<file path="src/rtl/fetch_sequencer.sv">
// fetch_sequencer
//
// Instruction-fetch controller. It owns the program counter and issues one
// request/acknowledge fetch per instruction. It holds the fetched word for the
// core until the core retires it. On retire, the PC moves to one of three
// places: the next sequential word, a taken-branch target, or a jump target.
//
// Parameters:
//   ADDR_W    PC / memory address width (word addressed, must be >= 26)
//   RESET_PC  PC value loaded on reset
//   TIMEOUT   fetch watchdog limit in cycles (only with FETCH_TIMEOUT_EN)
//
// Optional feature:
//   `define FETCH_TIMEOUT_EN  adds a fetch watchdog and a sticky ERR state
//
// Ports:
//   clk, reset        rising-edge clock, synchronous active-high reset
//   stall             core is not ready to retire the held instruction
//   Branch, Zero      branch instruction / ALU zero flag (taken when both set)
//   const_off         signed word offset for a taken branch
//   Jump, address     jump instruction / 26-bit jump target field
//   imem_req          fetch request to instruction memory
//   imem_addr         fetch address, stable while imem_req is high
//   imem_ack          memory returns imem_rdata this cycle
//   imem_rdata        instruction word, valid with imem_ack
//   instr             held instruction
//   instr_valid       instr is valid for the core
//   pc                address of the held or in-flight instruction
//   retire_count      instructions retired since reset (wraps)
//   fetch_err         sticky watchdog error (tied 0 without the watchdog)

module fetch_sequencer #(
  parameter int unsigned       ADDR_W   = 32,
  parameter logic [ADDR_W-1:0] RESET_PC = '0
`ifdef FETCH_TIMEOUT_EN
  ,
  parameter int unsigned       TIMEOUT  = 16
`endif
) (
  input  logic              clk,
  input  logic              reset,
  input  logic              stall,
  input  logic              Branch,
  input  logic              Zero,
  input  logic [31:0]       const_off,
  input  logic              Jump,
  input  logic [25:0]       address,
  output logic              imem_req,
  output logic [ADDR_W-1:0] imem_addr,
  input  logic              imem_ack,
  input  logic [31:0]       imem_rdata,
  output logic [31:0]       instr,
  output logic              instr_valid,
  output logic [ADDR_W-1:0] pc,
  output logic [31:0]       retire_count,
  output logic              fetch_err
);

  typedef enum logic [1:0] {
    FETCH,
    DELIVER
`ifdef FETCH_TIMEOUT_EN
    ,
    ERR
`endif
  } state_t;

  state_t            state, state_n;
  logic              req_n, valid_n;
  logic [ADDR_W-1:0] pc_n, p1, offset, jump_tgt, next_pc;
  logic [31:0]       instr_n, count_n;

`ifdef FETCH_TIMEOUT_EN
  localparam int unsigned TCNT_W = $clog2(TIMEOUT + 1);
  logic [TCNT_W-1:0] tcnt, tcnt_n;
  logic              err_n;
`endif

  // The branch offset is sign-extended (or truncated) to the PC width.
  // Either way, the addition below wraps modulo 2^ADDR_W.
  if (ADDR_W > 32) begin : g_sext
    assign offset = {{(ADDR_W-32){const_off[31]}}, const_off};
  end else begin : g_trunc
    assign offset = const_off[ADDR_W-1:0];
  end

  assign p1 = pc + ADDR_W'(1);

  // A jump keeps the upper bits of pc+1 and replaces the low 26 bits.
  always_comb begin
    jump_tgt       = p1;
    jump_tgt[25:0] = address;
  end

  // A taken branch wins over a jump when both are flagged.
  assign next_pc = (Branch && Zero) ? (p1 + offset)
                 : Jump             ? jump_tgt
                 :                    p1;

  // The fetch address is the PC register itself. It therefore cannot move
  // while a request is outstanding.
  assign imem_addr = pc;

  // Next-state logic. Every output is a register. This block computes each
  // output's next value, so that a retire can raise imem_req on the same edge
  // that updates the PC.
  always_comb begin
    state_n = state;
    req_n   = imem_req;
    pc_n    = pc;
    instr_n = instr;
    valid_n = instr_valid;
    count_n = retire_count;
`ifdef FETCH_TIMEOUT_EN
    tcnt_n  = tcnt;
    err_n   = fetch_err;
`endif
    case (state)
      FETCH: begin
        // The first cycle after reset only raises the request. An ack seen
        // while the request is still low is ignored.
        if (!imem_req) begin
          req_n = 1'b1;
        end else if (imem_ack) begin
          instr_n = imem_rdata;
          valid_n = 1'b1;
          req_n   = 1'b0;
          state_n = DELIVER;
`ifdef FETCH_TIMEOUT_EN
          tcnt_n  = '0;
        end else if (tcnt == TCNT_W'(TIMEOUT - 1)) begin
          // This is the TIMEOUT-th request cycle with no ack. An ack in this
          // cycle would already have been taken by the branch above.
          req_n   = 1'b0;
          err_n   = 1'b1;
          tcnt_n  = '0;
          state_n = ERR;
        end else begin
          tcnt_n  = tcnt + TCNT_W'(1);
`endif
        end
      end
      DELIVER: begin
        if (!stall) begin
          pc_n    = next_pc;
          count_n = retire_count + 32'd1;
          valid_n = 1'b0;
          req_n   = 1'b1;
          state_n = FETCH;
        end
      end
`ifdef FETCH_TIMEOUT_EN
      ERR: begin
      end
`endif
      default: begin
        state_n = FETCH;
      end
    endcase
  end

  // State and output registers. Reset takes priority over any ack or retire
  // that arrives in the same cycle.
  always_ff @(posedge clk) begin
    if (reset) begin
      state        <= FETCH;
      imem_req     <= 1'b0;
      pc           <= RESET_PC;
      instr        <= '0;
      instr_valid  <= 1'b0;
      retire_count <= '0;
`ifdef FETCH_TIMEOUT_EN
      tcnt         <= '0;
      fetch_err    <= 1'b0;
`endif
    end else begin
      state        <= state_n;
      imem_req     <= req_n;
      pc           <= pc_n;
      instr        <= instr_n;
      instr_valid  <= valid_n;
      retire_count <= count_n;
`ifdef FETCH_TIMEOUT_EN
      tcnt         <= tcnt_n;
      fetch_err    <= err_n;
`endif
    end
  end

`ifndef FETCH_TIMEOUT_EN
  assign fetch_err = 1'b0;
`endif

endmodule
</file>
<file path="config.mk">
export PLATFORM = sky130hd
export DESIGN_NAME = fetch_sequencer
export DESIGN_NICKNAME = d
export VERILOG_FILES = /design/src/rtl/fetch_sequencer.sv
export SDC_FILE = /design/constraint.sdc
export NUM_CORES = 1
export LEC_CHECK = 0
export ABC_CLOCK_PERIOD_IN_PS = 8920
export BUFFER_PORTS_ARGS = -buffer_cell sky130_fd_sc_hd__clkbuf_2
export CORE_MARGIN = 2
export CORE_UTILIZATION = 30
export CTS_CLUSTER_SIZE = 28
export DETAILED_ROUTE_END_ITERATION = 12
export GPL_TIMING_DRIVEN = 1
export PLACE_DENSITY_LB_ADDON = 0.25
export SLEW_MARGIN = 0
export SYNTH_ARGS = -nofsm -noshare
export SYNTH_HDL_FRONTEND = slang
export SYNTH_SLANG_ARGS = --single-unit
export TNS_END_PERCENT = 50
</file>
<file path="constraint.sdc">
create_clock -name clk -period 8.92 [get_ports clk]
set_input_delay 0.892 -clock clk [delete_from_list [all_inputs] [get_ports clk]]
set_output_delay 0.892 -clock clk [all_outputs]
set_load 0.03 [all_outputs]
</file>
# After elaboration in Yosys (flattened, before gate mapping)
# Index checks and enable logic that the tools add are counted.
# totals
reg_bits	100
in_bits	97
out_inout_bits	131
wordCells	36
# op_classes
n_addsub	3
n_eq_ne	4
mux	14
bitwise	1
n_reduce_logical	8
# ops
op	count
$add 32x1->32 const B	2
$add 32x32->32	1
$mux 32	1
$mux 26	1
$mux 1	6
$mux 2	3
$ne 2x2->1 const B	3
$reduce_and 3->1	2
$pmux 1 s2	2
$pmux 2 s2	1
$reduce_and 2->1	2
$reduce_and 4->1	1
$eq 2x1->1 const B	1
$logic_not 2->1	1
$reduce_bool 2->1	1
$logic_and 1x1->1	1
$not 1->1	1

# Longest topological paths before layout
# Gate-level depths: netlist of run 1.
# logic_depth
ltp_word	3
depth_mapped	18
depth_no_buf	17

# Worst setup path before layout of run 1
# No wires, ideal clock.
# synth_timing
path_type	reg2reg
start	reg pc[0], in the netlist imem_addr[0]
end	reg pc[31], in the netlist imem_addr[31]
setup_ns	0.123
arrival_ns	4.232
required_time_ns	8.797
setup_slack_ns	4.565
stages_incl_launch_ff	19
path_buffers	1
synth_period_minus_slack_ns	4.355
cell_sequence	dfxtp_1 > ha_1 > nand3_1 > nor2_1 > nand2_1 > nor3_1 > nand2_1 > xnor2_1 > ha_1 > buf_2 > a21oi_1 > inv_1 > a21o_1 > a21oi_1 > o22ai_1 > o31a_1 > or4_1 > a21oi_1 > mux2_1
# synth_between
elab_chain_len	3
# synth_rtl
item	line	rtl
start: declaration	54	output logic [ADDR_W-1:0] pc,
start signal: assignment	179	pc <= pc_n;
$add 32x1->32 (*)	87	assign p1 = pc + ADDR_W'(1);
$add 32x32->32	96	assign next_pc = (Branch && Zero) ? (p1 + offset)
$mux 32 (*)	96	
# Every way passes the cells marked *; elsewhere a longest branch is shown, timed or not.
# A chain may end at the register's enable or synchronous reset.

# Worst setup path in the final report of run 1
# Ends and elaborated chain as after synthesis.

==> results of run 1 <==
-- state kept, by name, indices dropped and copies added, names as in the netlist --
name          cells
retire_count     32
instr            32
imem_req          1
instr_valid       1
imem_addr        32
-- power by group --
part           total [mW]  internal, mW  switching (mW)
sequential          0.464         0.450          0.0143
clock               0.429         0.227           0.202
combinational       0.230        0.0821           0.148
total                1.12         0.759           0.364
-- area by class of cell --
type / instances / area (µm²) / area share [%]
Tap cell: 280 / 350.3 / 4.284
Sequential cell: 98 / 1962 / 23.99
Clock inverter: 7 / 91.34 / 1.117
Inverter: 14 / 52.55 / 0.6426
Multi-Input combinational cell: 697 / 4328 / 52.92
Clock buffer: 9 / 225.2 / 2.754
Timing Repair Buffer: 231 / 1169 / 14.29
-- layer usage --
metal	global-route usage [%]	vias up	routed length (µm)
met1	24.49	3067	10200
met3	2.537	36	1135
met5	0	-	0
met2	29.92	200	10410
li1	-	3429	-
met4	7.299	0	567
-- stage by stage --
stage	util [%]	hold slack [ns]
2_1_floorplan	-	0.5841
3_3_place_gp	35.80	0.4420
3_5_place_dp	35.80	0.4478
4_1_cts	37.24	0.4596
5_1_grt	37.24	0.4738
6_report	37.24	0.4572
-- cells in the final DEF, fill, tap and decap left out, types with 18 or more instances in the layout --
master and n:
o21ai_0 45, nand2_1 128, xnor2_1 41, a21oi_1 79, nor3_1 22, mux2i_1 22, clkbuf_2 225, nand4_1 18
dfxtp_1 98, ha_1 40, nand3_1 33, nor2_1 89, xor2_1 40
-- cells by family after synthesis --
logic type      after synthesis  share of synthesized area, %
simple gates                342                         22.99
compound gates              208                         19.18
flops                        98                         29.09
buf+inv                      87                         6.846
xor+xnor                     81                         10.52
fa+ha+maj                    41                         7.718
mux                          24                         3.599
other cells                   1                       0.05561
-- worst min-delay path, delay by kind of cell (launching register included) --
family,cells,cell delay (ns)
compound gates,1,0.05
flops,1,0.31
simple gates,1,0.05
-- path summary, 6_finish.rpt --
path,start,end
setup / recovery,imem_addr[0]$_SDFFE_PP0P_,imem_addr[31]$_SDFFE_PP0P_
hold / removal,instr[10]$_SDFFE_PP0P_,instr[10]$_SDFFE_PP0P_
setup reg to reg,imem_addr[0]$_SDFFE_PP0P_,imem_addr[31]$_SDFFE_PP0P_
hold reg to reg,instr[10]$_SDFFE_PP0P_,instr[10]$_SDFFE_PP0P_
==> flow_metrics.tcl, run 1 <==
set metrics [dict create \
    antennaDiodeCount 0 \
    gr-usage-all-layers_pct 18.33 \
    post-dp-hpwl_um 16730 \
    grt_max_degree 60 \
    clk_path_buf_depth 2 \
    holdPathStages 2 \
    via_per_inst 5.039 \
    synth_edf_count 0 \
    synth_cells 882 \
    tritoncts "yes" \
    end_kind "register" \
    fin_crit_ns 5.081 \
    clkLatencyLatePin_ns 0.35 \
    cap_violations 0 \
    finalMaxSlewViolations 0 \
    post_cts_buffers 0 \
    ys_seq_elements 98 \
    numCtsBuffers 9 \
    p_per_area_nw_per_um2 137.3 \
    io_pins 228 \
    htree_levels 3 \
    final.period_utilization_pct 56.97 \
    vdd_drop_max_mv 0.07059 \
    totalNegativeSetupSlack_ns 0 \
    place_congestion 0.9105 \
    yosys_warnings 0 \
    path_clk_slew_ns 0.08 \
    rsz0062_at_grt "false" \
    yosysMostFrequentCell "nand2_1" \
    cp_top_family "simple AND/OR/NAND/NOR gates" \
    max_stage_delay_ns 0.62 \
    cts.sinks 98 \
    fin_ws_ns 3.839 \
    final_cell_area_um2 8178 \
    firstDrtPassIters 5 \
    synth_ff_type "dfxtp_1" \
    leakage_nw 3.758 \
    fin_cells 1336 \
    worst_pin_slew_ns 1.139 \
    finalSetupViolCount 0 \
    drive_gt1_share_pct 24.43 \
    portBuffers 226 \
    netlist.area_leader.share_pct 29.09 \
    synth.yosys.seq_area_share_pct 29.09 \
    final_nets 1189 \
    worstPathMaxFanout 10 \
    status "complete, no violations" \
    start_util_pct 30.71 \
    cp.depth 17 \
    cts_root_buf "clkbuf_16" \
    fmax_mhz 196.8 \
    yosys.area.top_type "dfxtp_1" \
    route.detailed.wl_per_inst_um 16.70 \
    wl_um 22320 \
    hold_viol 0 \
    synthToLayoutAreaGrowth_pct 21.26 \
    ys_types 65 \
    die_width_um 153.9 \
    reg2reg_depth 17 \
    skew_ns 0.01003 \
    fp.dieArea_um2 23690 \
    yosys-top-cells-count "nand2_1, dfxtp_1, nor2_1, a21oi_1, o21ai_0" \
    synth.cell_area_um2 6744 \
    rrSetupSlack_ns 3.84 \
    arrival_ns 5.32 \
    first_iter_violations 506 \
    post_cts_resized 0 \
    remaining_drc_errors 0 \
    antenna_found_initial 0 \
    setup.worst_path.start_class "register" \
    core_area_um2 21960 \
    ant_nets 0 \
    hold_buffers 0 \
    place_ws_ns 3.896 \
    syn_area_per_cell_um2 7.646 \
    ys_async_sr_fraction_pct 0 \
    syn_nets 1020 \
    placementRows 54 \
    worstHoldPathType "register to register" \
    fill_cells 2333 \
    grt_pass1_wl_um 34710 \
    cp_common_cell "a21oi_1" \
    cp.required_ns 9.16 \
    grt_overflow 0 \
    detailed_place.area_um2 7861 \
    crit_buf_inv 1 \
    synth_area_leaders "dfxtp_1, ha_1, nand2_1" \
    critPathSlowestCell "nor3_1" \
    max_slew_margin_pct 24.04 \
    path_class "register to register" \
    place_inst 1320 \
    crit_chain "ha_1 > nand3_1 > nor2_1 > nand2_1 > nor3_1 > nand2_1 > xnor2_1 > ha_1 > a21oi_1 > inv_1 > a21o_1 > a21oi_1 > o22ai_1 > o31a_1 > or4_1 > a21oi_1 > mux2_1" \
    chipHeight_um 153.9 \
    power.total_mw 1.123 \
    grt_pass1_vias 6317 \
    vias 6732 \
]
Power figures use the tool's default switching activity.
==> run 2: changes to the inputs <==
ABC_AREA = 1   (was default)
ABC_CLOCK_PERIOD_IN_PS = 4400   (was 8920)
clock period = 4.4 ns   (was 8.92 ns; I/O delays follow)
==> flow_metrics.tcl, run 2 <==
set metrics [dict create \
    status "complete, no violations" \
    grt_pass1_wl_um 42900 \
    max_slew_margin_pct 23.74 \
    synth.yosys.seq_area_share_pct 25.64 \
    hold_viol 0 \
    fmax_mhz 260.9 \
    tritoncts "yes" \
    final_nets 1567 \
    worstPathMaxFanout 7 \
    hold_buffers 0 \
    path_class "register to register" \
    via_per_inst 4.900 \
    place_inst 1748 \
    cts.sinks 98 \
    synth.cell_area_um2 7652 \
    crit_chain "ha_1 > nand2_1 > inv_1 > nand2_1 > nor2_2 > nand3_1 > xor2_1 > inv_1 > ha_1 > nand2_1 > inv_1 > nand3_1 > nor2_1 > o21ai_0 > nand3_1 > nand2_1 > nand3_1 > nand2_1 > nor2_1 > nor2_1" \
    chipHeight_um 163.7 \
    ys_seq_elements 98 \
    synth_cells 1254 \
    syn_nets 1392 \
    wl_um 28310 \
    synth_edf_count 0 \
    numCtsBuffers 9 \
    vdd_drop_max_mv 0.1702 \
    htree_levels 3 \
    post-dp-hpwl_um 22180 \
    grt_max_degree 65 \
    route.detailed.wl_per_inst_um 16.04 \
    synthToLayoutAreaGrowth_pct 19.88 \
    io_pins 228 \
    cp_top_family "simple AND/OR/NAND/NOR gates" \
    start_util_pct 30.48 \
    detailed_place.area_um2 8865 \
    ys_async_sr_fraction_pct 0 \
    finalSetupViolCount 0 \
    drive_gt1_share_pct 19.80 \
    yosys-top-cells-count "nand2_1, nor2_1, inv_1, o21ai_0, dfxtp_1" \
    cp_common_cell "nand2_1" \
    placementRows 58 \
    final_cell_area_um2 9174 \
    final.period_utilization_pct 87.12 \
    totalNegativeSetupSlack_ns 0 \
    path_clk_slew_ns 0.09 \
    arrival_ns 4.08 \
    cp.required_ns 4.64 \
    setup.worst_path.start_class "register" \
    fp.dieArea_um2 26800 \
    ant_nets 0 \
    critPathSlowestCell "dfxtp_1" \
    yosys.area.top_type "dfxtp_1" \
    yosysMostFrequentCell "nand2_1" \
    vias 8649 \
    worstHoldPathType "primary input to register" \
    max_stage_delay_ns 0.49 \
    skew_ns 0.01534 \
    ys_types 41 \
    grt_pass1_vias 7807 \
    grt_overflow 0 \
    leakage_nw 4.562 \
    netlist.area_leader.share_pct 25.64 \
    remaining_drc_errors 0 \
    layout_common_cells "nand2_1, clkbuf_2, nor2_1" \
    synth_area_leaders "dfxtp_1, nand2_1, nor2_1" \
    clkLatencyLatePin_ns 0.36 \
    clk_path_buf_depth 2 \
    p_per_area_nw_per_um2 257.3 \
    place_congestion 0.9338 \
    yosys_warnings 0 \
    post_cts_buffers 0 \
    worst_pin_slew_ns 1.141 \
    post_cts_resized 0 \
    core_area_um2 25110 \
    crit_buf_inv 3 \
    final_common_cell "nand2_1" \
    die_width_um 163.7 \
    syn_area_per_cell_um2 6.102 \
    fin_cells 1765 \
    rsz0062_at_grt "false" \
    firstDrtPassIters 5 \
    first_iter_violations 680 \
    gr-usage-all-layers_pct 20.65 \
    cap_violations 0 \
    antenna_found_initial 1 \
    hold_slack_ns 0.3165 \
    fin_crit_ns 3.833 \
    finalMaxSlewViolations 0 \
    synth_ff_type "dfxtp_1" \
    cts_root_buf "clkbuf_16" \
    portBuffers 226 \
    end_kind "register" \
]
==> run 2: worst reg2reg max path, cell delays in order, from the launching register on <==
cell     delay (ns)
dfxtp_1        0.49
ha_1           0.25
nand2_1        0.08
inv_1          0.11
nand2_1        0.10
nor2_2         0.24
nand3_1        0.22
xor2_1         0.31
inv_1          0.08
ha_1           0.36
nand2_1        0.11
inv_1          0.09
nand3_1        0.13
nor2_1         0.39
o21ai_0        0.29
nand3_1        0.14
nand2_1        0.07
nand3_1        0.07
nand2_1        0.06
nor2_1         0.08
nor2_1         0.05
==> run 2: through the flow <==
step	total power, mW	worst slack, ns	util, %
final	2.361	0.5667	36.54
after global routing	2.474	0.1922	36.54
after CTS	2.380	0.7095	36.53
after detailed placement	1.530	0.7551	35.31
after global placement	1.530	0.6845	35.31
after floorplan	1.350	1.403	-
==> run 2: path summary, 6_finish.rpt <==
check                                  from                          to  slack (ns)  cells after the start
hold reg to reg       instr[3]$_SDFFE_PP0P_       instr[3]$_SDFFE_PP0P_        0.49                      2
setup / recovery  imem_addr[0]$_SDFFE_PP0P_  imem_addr[21]$_SDFFE_PP0P_        0.57                     20
setup reg to reg  imem_addr[0]$_SDFFE_PP0P_  imem_addr[21]$_SDFFE_PP0P_        0.57                     20
hold / removal               imem_rdata[14]      instr[14]$_SDFFE_PP0P_        0.32                      3
==> run 2: where the power goes <==
| group | internal (mW) | switching [mW] | leakage (nW) |
|---|---|---|---|
| Clock | 0.406 | 0.441 | 0.149 |
| Combinational | 0.174 | 0.375 | 3.62 |
| Sequential | 0.923 | 0.0404 | 0.797 |
| Total | 1.50 | 0.857 | 4.56 |
==> run 2: cells by family (layout without fill, tap and decap cells) <==
logic type	after synthesis	after routing	synth area share, %
other	1	2	0.04900
flip-flops	98	98	25.64
XOR/XNOR	29	29	3.319
buffers and inverters	213	393	12.10
AND/OR/NAND/NOR	635	635	35.48
adder cells (fa/ha/maj)	41	41	6.802
AO/OA/AOI/OAI	237	237	16.61
==> run 2: cell type report <==
class | count | area [µm²]
Antenna cell | 1 | 2.502
Clock buffer | 9 | 225.2
Clock inverter | 7 | 81.33
Fill cell | 2839 | 15940
Inverter | 145 | 544.3
Multi-Input combinational cell | 943 | 4770
Sequential cell | 98 | 1962
Tap cell | 330 | 412.9
Timing Repair Buffer | 232 | 1176
==> run 2: metal layers <==
metal  global-route usage (%)  vias to the layer above  share of wire, %
met5                        0                        -                 0
met4                    6.021                        0               2.1
met3                    3.308                       35               7.3
met1                    27.97                     3868                45
li1                         -                     4403                 -
met2                    33.79                      343                45
==> run 3: changes to the inputs <==
PLACE_DENSITY = 0.55   (was default)
PLACE_DENSITY_LB_ADDON = default   (was 0.25)
==> flow_metrics.tcl, run 3 (same netlist as run 2, synthesis figures left out) <==
set metrics [dict create \
    cts.sinks 98 \
    critPathSlowestCell "dfxtp_1" \
    critPathLaunch "imem_addr[0]$_SDFFE_PP0P_" \
    final_common_cell "nand2_1" \
    fill_cells 2831 \
    final_nets 1568 \
    clk_path_buf_depth 2 \
    numCtsBuffers 9 \
    skew_ns 0.01802 \
    rsz0062_at_grt "false" \
    pwr-share-comb_pct 23.4 \
    tritoncts "yes" \
    start_util_pct 30.48 \
    status "complete, no violations" \
    reg2reg_depth 19 \
    place_congestion 0.9759 \
    clkLatencyLatePin_ns 0.36 \
    setup.worst_path.start_class "register" \
    path_class "register to register" \
    cp.required_ns 4.64 \
    final_cell_area_um2 9181 \
    hold_buffers 0 \
    finalMaxSlewViolations 0 \
    drive_gt1_share_pct 19.86 \
    post_cts_buffers 0 \
    arrival_ns 3.98 \
    first_iter_violations 687 \
    max_stage_delay_ns 0.52 \
    hold_start "imem_rdata[31]" \
    end_kind "register" \
    reg2reg_from "imem_addr[0]$_SDFFE_PP0P_" \
    p_per_area_nw_per_um2 256.7 \
    crit_path_end "imem_addr[23]$_SDFFE_PP0P_" \
    hold_viol 0 \
    max_slew_margin_pct 33.11 \
    vias 8611 \
    htree_levels 3 \
    crit_chain "ha_1 > nand2_1 > inv_1 > nand2_1 > nor2_2 > nand3_1 > xor2_1 > inv_1 > ha_1 > nand2_1 > nor2_1 > inv_1 > nor2_1 > nand2_1 > nand2_1 > a21oi_1 > or2_2 > nand3_1 > a21oi_1" \
    portBuffers 226 \
    wl_um 28750 \
    grt_overflow 0 \
    multi_input_comb_area_um2 4770 \
    layout_common_cells "nand2_1, clkbuf_2, nor2_1" \
    antenna_found_initial 1 \
    place_inst 1749 \
    core_area_um2 25110 \
    cap_violations 0 \
    fin_cells 1766 \
    io_pins 228 \
    switching_share_pct 36.21 \
    path_clk_slew_ns 0.08 \
    chipHeight_um 163.7 \
    worstPathMaxFanout 7 \
    cts_root_buf "clkbuf_16" \
    p_switching_mw 0.8536 \
    fin_crit_ns 3.735 \
    grt_max_degree 56 \
    die_width_um 163.7 \
    grt_pass1_wl_um 43570 \
    via_per_inst 4.876 \
    final.period_utilization_pct 84.89 \
    firstDrtPassIters 5 \
    totalNegativeSetupSlack_ns 0 \
    placementRows 58 \
    remaining_drc_errors 0 \
    worst_pin_slew_ns 1.002 \
    fp.dieArea_um2 26800 \
    seqPwrFrac_pct 40.8 \
    synthToLayoutAreaGrowth_pct 19.98 \
    route.detailed.wl_per_inst_um 16.28 \
    detailed_place.area_um2 8872 \
    post-dp-hpwl_um 22630 \
    rrSetupSlack_ns 0.66 \
    gr-usage-all-layers_pct 21.02 \
    clkPwrFrac_pct 35.7 \
    post_cts_resized 0 \
    leakage_nw 4.566 \
    grt_pass1_vias 7783 \
    r2r-end "imem_addr[23]$_SDFFE_PP0P_" \
    p_int_mw 1.504 \
    finalSetupViolCount 0 \
    ant_nets 0 \
    vdd_drop_max_mv 0.1562 \
    cp_common_cell "nand2_1" \
    fmax_mhz 267.7 \
    worstHoldPathType "primary input to register" \
    register_area_um2 1962 \
]
run 3: cell type report:
class / count / area share, %
clock buffer: 9 / 2.453
sequential: 98 / 21.37
clock inverter: 7 / 0.8858
antenna: 1 / 0.02726
multi-input combinational: 943 / 51.95
tap: 330 / 4.497
timing repair buffer: 233 / 12.89
inverter: 145 / 5.928
run 3: metal layers:
layer | wire [µm] | part of all wire, % | global-route usage, %
met1 | 13200 | 46 | 28.41
met3 | 2042 | 7.1 | 3.232
met4 | 784 | 2.7 | 6.738
met2 | 12720 | 44 | 34.28
met5 | 0 | 0 | 0
run 3: worst min-delay path by stage:
stage	to	cells after the start
2_1_floorplan	retire_count[30]$_SDFFE_PP0P_	1
3_3_place_gp	instr[24]$_SDFFE_PP0P_	2
3_5_place_dp	instr[25]$_SDFFE_PP0P_	2
4_1_cts	instr[31]$_SDFFE_PP0P_	3
5_1_grt	instr[31]$_SDFFE_PP0P_	3
6_report	instr[31]$_SDFFE_PP0P_	3
run 3: power groups by stage:
stage                     logic [mW]  registers (mW)  clock network, mW
final                          0.552           0.963              0.842
after floorplan                0.307            1.04                  0
after global placement         0.551           0.983                  0
after detailed placement       0.550           0.984                  0
after global routing           0.609           0.969              0.901
after CTS                      0.552           0.963              0.867
run 3: worst max-delay path, delay by kind of cell (launching register included):
kind                       cells  cell delay [ns]
AOI/OAI and AO/OA              2             0.20
buffers and inverters          3             0.27
and+or+nand+nor               11             1.69
xor gates and xnor gates       1             0.32
DFF                            1             0.52
adders and majority gates      2             0.63
run 3: metrics by stage:
stage / hold slack (ns) / total power, mW / setup WS (ns) / utilization [%]
2_1_floorplan: 0.5095 / 1.350 / 1.403 / -
3_3_place_gp: 0.4613 / 1.534 / 0.6791 / 35.33
3_5_place_dp: 0.4715 / 1.534 / 0.7131 / 35.33
4_1_cts: 0.3127 / 2.382 / 0.6882 / 36.56
5_1_grt: 0.3221 / 2.479 / 0.4160 / 36.57
6_report: 0.3273 / 2.357 / 0.6646 / 36.57
